## src/rtl/imem_loader.sv

```systemverilog
`default_nettype none
// ----------------------------------------------------------------------------
// imem_loader - byte-stream program loader for the 256 x 16 instruction memory
// Rev 1.0
// ----------------------------------------------------------------------------
module imem_loader #(
  parameter logic [7:0] BASE_ADDR = 8'h00,
  parameter bit         HI_FIRST  = 1'b1,
  parameter bit         BOOT_HOLD = 1'b1
) (
  input  logic        clk,
  input  logic        rst_n,
  input  logic        start,
  input  logic        in_valid,
  input  logic [7:0]  in_data,
  output logic        in_ready,
  output logic        mem_we,
  output logic [7:0]  mem_addr,
  output logic [15:0] mem_wdata,
  output logic        busy,
  output logic        done,
  output logic        err,
  output logic        cpu_hold,
  output logic [8:0]  words_loaded
);

  typedef enum logic [2:0] {
    IDLE  = 3'd0,
    COUNT = 3'd1,
    BYTE0 = 3'd2,
    BYTE1 = 3'd3,
    WRITE = 3'd4,
    CHECK = 3'd5,
    DONE  = 3'd6,
    ERR   = 3'd7
  } state_t;

  state_t      state;
  state_t      state_nx;
  logic [8:0]  remaining;
  logic [7:0]  addr;
  logic [7:0]  sum;
  logic [15:0] wdata;
  logic        begin_load;

  assign begin_load = start && ((state == IDLE) || (state == DONE) || (state == ERR));
  assign mem_addr   = addr;
  assign mem_wdata  = wdata;

  always_ff @(posedge clk) begin
    if (!rst_n) state <= IDLE;
    else        state <= state_nx;
  end

  // in_ready is 1 in every state that consumes bytes, so in_valid alone marks a transfer
  always_comb begin
    state_nx = state;
    case (state)
      IDLE, DONE, ERR: if (start)    state_nx = COUNT;
      COUNT:           if (in_valid) state_nx = BYTE0;
      BYTE0:           if (in_valid) state_nx = BYTE1;
      BYTE1:           if (in_valid) state_nx = WRITE;
      WRITE:           state_nx = (remaining == 9'd1) ? CHECK : BYTE0;
      CHECK:           if (in_valid) state_nx = (in_data == sum) ? DONE : ERR;
      default:         state_nx = IDLE;
    endcase
  end

  always_comb begin
    in_ready = 1'b0;
    mem_we   = 1'b0;
    busy     = 1'b0;
    done     = 1'b0;
    err      = 1'b0;
    cpu_hold = 1'b1;
    case (state)
      IDLE:                cpu_hold = BOOT_HOLD;
      COUNT, BYTE0, BYTE1,
      CHECK:               begin in_ready = 1'b1; busy = 1'b1; end
      WRITE:               begin mem_we = 1'b1; busy = 1'b1; end
      DONE:                begin done = 1'b1; cpu_hold = 1'b0; end
      ERR:                 err = 1'b1;
      default:             ;
    endcase
  end

  always_ff @(posedge clk) begin
    if (!rst_n) begin
      remaining    <= 9'd0;
      addr         <= BASE_ADDR;
      sum          <= 8'd0;
      wdata        <= 16'd0;
      words_loaded <= 9'd0;
    end else begin
      if (begin_load) begin
        words_loaded <= 9'd0;
        sum          <= 8'd0;
        addr         <= BASE_ADDR;
      end
      case (state)
        // a count byte of zero means 256 words
        COUNT: if (in_valid) remaining <= {(in_data == 8'd0), in_data};
        BYTE0: if (in_valid) begin
          sum <= sum + in_data;
          if (HI_FIRST) wdata[15:8] <= in_data;
          else          wdata[7:0]  <= in_data;
        end
        BYTE1: if (in_valid) begin
          sum <= sum + in_data;
          if (HI_FIRST) wdata[7:0]  <= in_data;
          else          wdata[15:8] <= in_data;
        end
        WRITE: begin
          words_loaded <= words_loaded + 9'd1;
          addr         <= addr + 8'd1;
          remaining    <= remaining - 9'd1;
        end
        default: ;
      endcase
    end
  end

endmodule
`default_nettype wire

```

## config.mk

```make
export PLATFORM = sky130hd
export DESIGN_NAME = imem_loader
export DESIGN_NICKNAME = d
export VERILOG_FILES = /design/src/rtl/imem_loader.sv
export SDC_FILE = /design/constraint.sdc
export NUM_CORES = 1
export LEC_CHECK = 0
export CAP_MARGIN = 40
export CORE_UTILIZATION = 48
export CTS_CLUSTER_SIZE = 30
export DETAILED_ROUTE_END_ITERATION = 10
export HOLD_SLACK_MARGIN = 0.03
export PLACE_DENSITY = 0.74
export SYNTH_ARGS = -nofsm -noshare
export SYNTH_HDL_FRONTEND = slang
export SYNTH_SLANG_ARGS = --single-unit
```

## constraint.sdc

```tcl
create_clock -name clk -period 2.8 [get_ports clk]
set_input_delay 0.42 -clock clk [delete_from_list [all_inputs] [get_ports clk]]
set_output_delay 0.42 -clock clk [all_outputs]
set_load 0.005 [all_outputs]
```

==> summary.txt, run 1 <==
Yosys
  – Post-Synth Simple-Gate Area: 23.5%
  – Synthesized flop and latch total: 53
  – Mux contribution to synthesized area: under 10%
  – Synth cell types: 45
  – Largest family of logic cells by synthesized area: compound AO/OA/AOI/OAI gates
  – Adder-Cell Fraction of Synth Area: 5.73%
  – Complex-gate fraction of the synthesized area: roughly a quarter
  – Sequential-to-total area share from yosys stat: between 30 and 40%
  – Yosys warns: 0
  – Synth Area in XOR/XNOR: 2.23%
  – Syn nets: 365
  – Gate Count Post-Synth: ~340
  – Avg Cell Area, Syn: 8.07 um^2
  – Synthesized area: between 2000 and 3000 um^2

Worst setup path
  – Worst EP arrival: between 1.5 and 2 ns
  – Required @ worst endpoint: roughly 2.4 ns
  – Register-to-register setup slack: around 0.81 ns
  – Critical Path Fanout Max: 17
  – Slowest stage delay, CP: between 0.6 and 0.7 ns
  – Reg-to-reg critical path startpoint: state[0]$_SDFFE_PN0P_
  – Critical-path cell list: inv_1 > mux2i_1 > clkdlybuf4s50_1
  – CP max stage cell: dfxtp_1
  – Crit Path Category: reg2out
  – Cell family with the largest share of critical-path delay: buffers and inverters
  – Worst Setup SP: state[0]$_SDFFE_PN0P_
  – Worst setup SP type: register
  – Critical path endpoint category: output pin
  – CP Buf/Inv Count: 2

Clock network
  – Post-CTS Hold Buffers: 0
  – CTS tree: built
  – Postcts setup bufs: 0
  – CTS buffer count: 5
  – Clock root buffer: clkbuf_8
  – CTS Sinks: 53
  – Post-CTS resize count: 0
  – Clk_lat worst skew: 0.30 ns
  – CTS H-tree lvls: 2
  – Worst-path clk slew: approximately 0.10 ns
  – CTS max path bufs: 2

Finish
  – Antenna cell count: 0
  – Post-Route Utilization: approximately 62%
  – Area delta synth->final: 24.1%
  – Layout cells sized above 1: under 10%
  – Final #Nets: a little over 400
  – Most frequent cells in the layout: dfxtp_1, clkdlybuf4s50_1, nand2_1
  – Final non-filler cell total: about 460
  – Commonest non-fill, non-tap cell in the layout: dfxtp_1
  – Fillers: just over 500
  – Finished Cell Area: between 3000 and 4000 um^2

STA
  – Final worst path period share: a little over 80%
  – Slew at the pin closest to its max-slew limit: about 0.6 ns
  – Fmax: between 400 and 500 MHz
  – Final hold vios: 0
  – Setup_tns: 0 ns
  – Final setup viols: 0
  – Fin crit period: around 2.3 ns
  – Relative slew slack: between 60% and 70%
  – Final worst slack: 0.492 ns
  – Setup Skew: 0.00758 ns
  – Max Slew Vio Count: 0
  – RSZ-0062 raised after global routing: no

Pwr
  – PD cells: 431 nW/um^2
  – Leakage power: about 1.2 nW
  – Peak VDD IR: ~0.00031 V

Die
  – Initial Utilization: roughly half
  – Num ports: just over 50
  – Core area: approximately 5500 um^2
  – DIE AREA: between 6000 and 7000 um^2
  – Site row count: 27
  – Die Span X: between 70 and 80 um
  – Die Span Y: approximately 80 um

GRT
  – Pin count of the biggest net entering global routing: 23
  – Vias in the first global route: about 2400
  – Gr usage total: 23.5%
  – Antenna violations before repair: 0
  – First-pass GRT wire length: between 10 and 15 mm
  – Grt ovf: 0

Placement
  – GPL Wtd Cong: ~0.93
  – Buffers on Ports: 50
  – DP HPWL: ~5 mm
  – Placed cells: approximately 450
  – Pre-CTS WS: between 0.3 and 0.4 ns
  – Placed Area: between 3000 and 4000 um^2

Status
  – Status: finished, final reports clean

Drt
  – DR WL/cell: 14.9 um
  – Iter 0 DRT Violations: between 100 and 150
  – Post-DRT Antenna Nets: 0
  – TritonRoute pass-1 iters: 4
  – WL final: around 6.8 mm
  – Via count: approximately 2600
  – Detailed-route DRC error count: 0
  – Via density: 5.63

Worst hold path
  – Hold_sp: mem_wdata[6]$_SDFFE_PN0P_
  – Hold/Removal Path Class: reg2reg

Flow run
  – Max-cap check violation count: 0
worst paths after layout:
check | to | depth (start not counted)
setup reg to reg | remaining[8]$_SDFFE_PN0P_ | 5
hold / removal | mem_wdata[6]$_SDFFE_PN0P_ | 2
setup / recovery | in_ready | 3
hold reg to reg | mem_wdata[6]$_SDFFE_PN0P_ | 2
metrics by stage:
step                power [mW]  hold WS (ns)
finish                    1.47         0.459
global route              1.53         0.486
CTS                       1.48         0.460
detailed placement        1.01         0.450
global placement          1.01         0.441
floorplan                0.935         0.446
final cells by class:
class                   count  area, um^2  area share [%]
multi-input cells         259        1570            46.0
flip-flops and latches     53        1060            31.1
repair buffers             57         553            16.2
clock buffers               7        96.3            2.82
well taps                  72        90.1            2.64
inverters                  10        37.5            1.10
clock inverters             1        5.00           0.147
flip-flops by register name (all words and copies together) (netlist names):
register,cells
mem_wdata,16
words_loaded,9
sum,8
state,3
remaining,9
mem_addr,8
worst reg2reg max path: stages, from the launching register on:
cell	delay, ns
dfxtp_1	0.69
nand2_1	0.24
or3_1	0.52
nor2_1	0.23
a31oi_1	0.11
a21boi_1	0.15
report_power, final:
| group | internal [mW] | total (mW) | switching, mW |
|---|---|---|---|
| clock network | 0.224 | 0.473 | 0.249 |
| registers | 0.771 | 0.793 | 0.0229 |
| logic | 0.0918 | 0.206 | 0.114 |
| total | 1.09 | 1.47 | 0.385 |
kinds of logic (layout without fill, tap and decap cells):
logic type / count (synthesis) / in the layout
xor gates and xnor gates: 7 / 7
DFF: 53 / 53
adders and majority gates: 12 / 12
AOI/OAI and AO/OA: 103 / 103
muxes: 4 / 4
buffers and inverters: 29 / 75
and+or+nand+nor: 133 / 133
cell usage after synthesis:
cell       count  area [um^2]
mux2i_1        3         30.0
xnor2_1        4         35.0
a21boi_1      29          218
and3_1         4         25.0
o21ai_0       24          120
ha_1          11          138
o211ai_1       5         37.5
and2_1         9         56.3
fa_1           1         20.0
nor4_1         3         18.8
o21a_1         4         30.0
a31oi_1        7         43.8
o22a_1         1         8.76
nand4_1        3         18.8
mux2_2         1         11.3
o21ai_1        8         40.0
and3b_1        1         8.76
nand3_1       21          105
nor3_1        10         50.1
buf_2          3         15.0
a21bo_2        1         10.0
inv_1          9         33.8
buf_1          1         3.75
nor4b_4        1         23.8
dfxtp_1       53         1060
a21oi_1       14         70.1
or3_4          1         11.3
xor2_1         3         26.3
nand2_1       48          180
o211a_1        1         10.0
a32oi_1        1         8.76
clkbuf_1      14         52.6
a211oi_1       1         7.51
o2111ai_1      1         8.76
nand3b_1       1         7.51
o311ai_0       2         17.5
or3_1          3         18.8
nor3_2         1         10.0
inv_2          1         3.75
o41ai_1        1         8.76
nor2_1        23         86.3
a21o_1         1         7.51
buf_6          1         11.3
o311ai_1       2         17.5
nor2b_1        4         25.0
per-layer routing:
layer  vias to the layer above  routed length (um)  GRT usage, %
li1                       1297                   -             -
met1                      1233                3510          34.2
met2                        42                3030          35.7
met3                        10                 188          3.06
met4                         0                 106          7.36
met5                         -                   0             0
Power figures use the tool's default switching activity.
==> run 2, diff against run 1 <==
Clock period 2.8 ns to 2.2 ns, I/O delays scaled along.
==> summary.txt, run 2 (same netlist as run 1, synthesis figures left out) <==
STA
  – Setup Skew: 0.0125 ns (+0.00493 ns)
  – Relative slew slack: 73.1% (+13 points)
  – Fmax: just under 500 MHz
  – Fin crit period: a little over 2 ns
  – Final hold vios: 0 (unchanged)
  – Hold slack: 0.464 ns (+0.00483 ns)
  – Final worst path period share: 91.7%
  – RSZ-0062 raised after global routing: no
  – Slew at the pin closest to its max-slew limit: 0.402 ns (-0.191 ns)
  – Final setup viols: 0 (unchanged)
  – Max Slew Vio Count: 0 (unchanged)

Worst setup path
  – Worst EP arrival: 1.69 ns (-0.20 ns)
  – Critical Path Fanout Max: 15 (-2)
  – Worst setup SP type: register
  – Critical path endpoint category: output pin
  – Required @ worst endpoint: 1.87 ns (-0.51 ns)
  – Crit Path Category: reg2out

Die
  – Die Span Y: 77.7 um (unchanged)
  – Die Span X: 77.7 um (unchanged)
  – DIE AREA: 6040 um^2 (unchanged)
  – Initial Utilization: 50.0% (unchanged)
  – Site row count: 27 (unchanged)
  – Num ports: 51 (unchanged)
  – Core area: 5510 um^2 (unchanged)

Clock network
  – Postcts setup bufs: 0 (unchanged)
  – Post-CTS resize count: 0 (unchanged)
  – Clk_lat worst skew: 0.31 ns (about the same)
  – CTS buffer count: 5 (unchanged)
  – CTS tree: built
  – Worst-path clk slew: 0.09 ns (about the same)
  – Clock root buffer: clkbuf_8
  – CTS H-tree lvls: 2 (unchanged)
  – CTS Sinks: 53 (unchanged)
  – CTS max path bufs: 2 (unchanged)
  – Post-CTS Hold Buffers: 0 (unchanged)

Finish
  – Layout cells sized above 1: 9.20% (+3.8 points)
  – Finished Cell Area: 3560 um^2 (+4.2%)
  – Commonest non-fill, non-tap cell in the layout: dfxtp_1
  – Most frequent cells in the layout: dfxtp_1, clkdlybuf4s50_1, nand2_1
  – Final #Nets: 425 (+3.7%)
  – Antenna cell count: 0 (unchanged)
  – Area delta synth->final: 29.2%
  – Largest register FFs: 16 (unchanged)
  – Post-Route Utilization: 64.6% (+2.6 points)

Pwr
  – Power Total: 1.99 mW (+35%)
  – Sw Pwr: 0.501 mW (+30%)
  – Sw Ratio: 25.2% (-1.0 points)
  – Peak VDD IR: 0.000295 V (-4.0%)
  – Clock power frac: 34.9% (+2.8 points)
  – Leakage power: 1.32 nW (+6.5%)
  – Share of power burned in registers: 50.4% (-3.5 points)
  – Combinational fraction of design power: 14.7% (+0.7 points)
  – Internal: 1.49 mW (+37%)
  – PD cells: 560 nW/um^2 (+30%)

Drt
  – Detailed-route DRC error count: 0 (unchanged)
  – Iter 0 DRT Violations: 159 (+39%)
  – Via density: 5.54 (-1.5%)
  – Post-DRT Antenna Nets: 0 (unchanged)
  – TritonRoute pass-1 iters: 4 (unchanged)
  – DR WL/cell: 14.4 um (-3.2%)
  – WL final: 6.83 mm (about the same)
  – Via count: 2626 (+1.7%)

Placement
  – Placed Area: 3440 um^2 (+3.8%)
  – Buffers on Ports: 50 (unchanged)
  – GPL Wtd Cong: 0.907 (-2.4%)
  – DP HPWL: 4.87 mm (-0.51%)

GRT
  – Vias in the first global route: 2399 (+0.63%)
  – Gr usage total: 23.5% (+0.029 points)
  – First-pass GRT wire length: 11.3 mm (+0.18%)
  – Antenna violations before repair: 0 (unchanged)
  – Pin count of the biggest net entering global routing: 55 (+140%)
  – Grt ovf: 0 (unchanged)

Worst hold path
  – Hold/Removal Path Class: reg2reg

Status
  – Status: finished, final reports clean

Flow run
  – Max-cap check violation count: 0 (unchanged)
run 2: area by class of cell:
cell class / instances / area [um^2]
Sequential cell: 53 / 1060
Tap cell: 72 / 90.1
Multi-Input combinational cell: 259 / 1570
Inverter: 10 / 37.5
Clock buffer: 7 / 86.3
Fill cell: 473 / 1950
Timing Repair Buffer: 72 / 678
Clock inverter: 1 / 30.0
run 2: worst paths after layout:
path                        startpoint                         to  slack (ns)  cells past startpoint
max              state[1]$_SDFFE_PN0P_                     mem_we        0.18                      4
min          mem_wdata[5]$_SDFFE_PN0P_  mem_wdata[5]$_SDFFE_PN0P_        0.46                      2
max reg2reg  remaining[2]$_SDFFE_PN0P_      state[1]$_SDFFE_PN0P_        0.25                      5
min reg2reg  mem_wdata[5]$_SDFFE_PN0P_  mem_wdata[5]$_SDFFE_PN0P_        0.46                      2
run 2: power groups by stage:
stage | clock network [mW] | registers, mW | logic, mW
after floorplan | 0 | 1.02 | 0.174
after global placement | 0 | 1.02 | 0.285
after detailed placement | 0 | 1.02 | 0.288
after CTS | 0.696 | 1.00 | 0.291
after global routing | 0.740 | 1.01 | 0.320
final | 0.694 | 1.00 | 0.293
run 2: worst max-delay path, cell delays in order (launching register included):
cell             delay [ns]
dfxtp_2                0.41
nor2_1                 0.12
nand2_1                0.08
inv_2                  0.22
clkdlybuf4s50_1        0.55
run 2: through the flow:
step	TNS, ns	setup WS [ns]	std cells
2_1_floorplan	0	0.390	341
3_3_place_gp	-0.0888	-0.0693	466
3_5_place_dp	-0.209	-0.0975	466
4_1_cts	0	0.0637	474
5_1_grt	0	0.0797	474
6_report	0	0.184	474
run 2: per-layer routing:
metal | wire length [um] | share of wire, % | GRT usage (%)
met3 | 235 | 3.4 | 4.35
met1 | 3430 | 50 | 33.6
met4 | 54 | 0.79 | 6.23
met5 | 0 | 0 | 0
met2 | 3100 | 45 | 36.1
==> run 3, diff against run 2 <==
Settings changed: CORE_ASPECT_RATIO from default to 0.9.
==> summary.txt, run 3 (same netlist as run 1, synthesis figures left out) <==
STA
  – Setup_tns: 0 ns (unchanged)
  – Relative slew slack: 65.8% (-7.3 points)
  – Final worst path period share: 92.7% (+1.0 points)
  – Final hold vios: 0 (unchanged)
  – Slew at the pin closest to its max-slew limit: 0.511 ns (+0.109 ns)
  – Fmax: 490 MHz (-1.1%)
  – Setup Skew: 0.0105 ns (-0.00203 ns)
  – Max Slew Vio Count: 0 (unchanged)
  – Final setup viols: 0 (unchanged)
  – RSZ-0062 raised after global routing: no
  – Fin crit period: 2.04 ns (+0.0227 ns)

Pwr
  – Sw Ratio: 25.7% (+0.55 points)
  – Sw Pwr: 0.513 mW (+2.5%)
  – PD cells: 566 nW/um^2 (+1.1%)
  – Internal: 1.48 mW (-0.46%)
  – Combinational fraction of design power: 14.0% (-0.7 points)
  – Peak VDD IR: 0.000374 V (+27%)
  – Clock power frac: 35.3% (+0.4 points)
  – Share of power burned in registers: 50.7% (+0.3 points)
  – Leakage power: 1.31 nW (-1.1%)

Clock network
  – CTS tree: built
  – CTS buffer count: 5 (unchanged)
  – Clk_lat worst skew: 0.31 ns (about the same)
  – CTS Sinks: 53 (unchanged)
  – CTS max path bufs: 2 (unchanged)
  – Worst-path clk slew: 0.10 ns (about the same)
  – CTS H-tree lvls: 2 (unchanged)
  – Post-CTS Hold Buffers: 0 (unchanged)
  – Clock root buffer: clkbuf_8

Finish
  – Multi-input gate area: 1570 um^2 (unchanged)
  – Most frequent cells in the layout: clkdlybuf4s50_1, dfxtp_1, nand2_1
  – Antenna cell count: 0 (unchanged)
  – Layout cells sized above 1: 9.25% (+0.046 points)
  – Storage cell area: 1060 um^2 (+0.12%)
  – Area delta synth->final: 28.2%
  – Finished Cell Area: 3530 um^2 (-0.81%)
  – Fillers: 481 (+1.7%)
  – Largest register FFs: 16 (unchanged)
  – Final #Nets: 423 (-0.47%)

Worst setup path
  – Required @ worst endpoint: 1.87 ns (about the same)
  – Critical path endpoint category: output pin
  – Cell family with the largest share of critical-path delay: buffers and inverters
  – CP Buf/Inv Count: 2 (unchanged)
  – Crit Path Category: reg2out
  – Critical Path Fanout Max: 15 (unchanged)
  – Critical-path cell list: nor2_1 > nand2_1 > inv_2 > clkdlybuf4s50_1
  – Worst setup SP type: register
  – CP max stage cell: clkdlybuf4s50_1
  – Worst EP arrival: 1.71 ns (+0.02 ns)
  – Slowest stage delay, CP: 0.54 ns (about the same)

Placement
  – GPL Wtd Cong: 0.895 (-1.4%)
  – DP HPWL: 5.26 mm (+8.0%)
  – Buffers on Ports: 50 (unchanged)
  – Placed Area: 3400 um^2 (-0.98%)

Drt
  – Iter 0 DRT Violations: 129 (-19%)
  – DR WL/cell: 15.4 um (+6.8%)
  – Via count: 2641 (+0.57%)
  – Via density: 5.66 (+2.1%)
  – Post-DRT Antenna Nets: 0 (unchanged)
  – Detailed-route DRC error count: 0 (unchanged)
  – WL final: 7.19 mm (+5.2%)
  – TritonRoute pass-1 iters: 4 (unchanged)

Die
  – Core area: 5380 um^2 (-2.3%)
  – Num ports: 51 (unchanged)
  – DIE AREA: 6040 um^2 (about the same)
  – Site row count: 25 (-7.4%)
  – Die Span Y: 73.8 um (-5.0%)
  – Initial Utilization: 51.1% (+1.2 points)
  – Die Span X: 81.8 um (+5.3%)

GRT
  – Pin count of the biggest net entering global routing: 21 (-62%)
  – First-pass GRT wire length: 11.4 mm (+0.43%)
  – Vias in the first global route: 2374 (-1.0%)
  – Gr usage total: 24.7% (+1.2 points)
  – Grt ovf: 0 (unchanged)
  – Antenna violations before repair: 0 (unchanged)

Flow run
  – Max-cap check violation count: 0 (unchanged)

Worst hold path
  – Hold/Removal Path Class: reg2reg

Status
  – Status: finished, final reports clean
## run 3: worst paths after layout
path | startpoint | slack [ns] | cells after the start | to
hold reg to reg | mem_wdata[4]$_SDFFE_PN0P_ | 0.46 | 2 | mem_wdata[4]$_SDFFE_PN0P_
hold / removal | mem_wdata[4]$_SDFFE_PN0P_ | 0.46 | 2 | mem_wdata[4]$_SDFFE_PN0P_
setup reg to reg | remaining[2]$_SDFFE_PN0P_ | 0.23 | 5 | state[1]$_SDFFE_PN0P_
setup / recovery | state[1]$_SDFFE_PN0P_ | 0.16 | 4 | mem_we
## run 3: worst min-delay path: cells and delay by family, from the launching register on
family	cells	cell delay (ns)
compound gates	1	0.05
flops	1	0.32
simple gates	1	0.05
## run 3: final cells by class
cell class,instances,share of cell area (%)
repair buffers,70,18.4
clock inverters,2,1.06
well taps,67,2.38
multi-input cells,259,44.5
flip-flops and latches,53,30.2
clock buffers,6,2.34
inverters,10,1.06
## run 3: what timing repair did
item	CTS	global route
setup endpoints to repair	1	2
setup buffers	0	0
gates resized for setup	1	2
## run 3: per-layer routing
layer | vias to the layer above | GRT usage, % | wire length [um]
met4 | 0 | 5.46 | 101
li1 | 1325 | - | -
met2 | 44 | 39.1 | 3350
met1 | 1261 | 34.6 | 3520
met3 | 11 | 4.97 | 210
met5 | - | 0 | 0
## run 3: power by group through the flow
stage	logic (mW)	registers [mW]	clock network, mW
floorplan	0.174	1.02	0
global placement	0.270	1.03	0
detailed placement	0.276	1.03	0
CTS	0.278	1.01	0.710
global route	0.305	1.02	0.744
finish	0.280	1.01	0.704
## run 3: through the flow
| stage | power, mW | hold WS [ns] | setup slack (ns) | instances | utilization (%) |
|---|---|---|---|---|---|
| after floorplan | 1.19 | 0.446 | 0.390 | 341 | - |
| after global placement | 1.30 | 0.443 | -0.0572 | 459 | 63.3 |
| after detailed placement | 1.31 | 0.447 | -0.0848 | 459 | 63.3 |
| after CTS | 2.00 | 0.460 | 0.0135 | 467 | 65.5 |
| after global routing | 2.06 | 0.492 | 0.0668 | 467 | 65.6 |
| final | 2.00 | 0.459 | 0.161 | 467 | 65.6 |
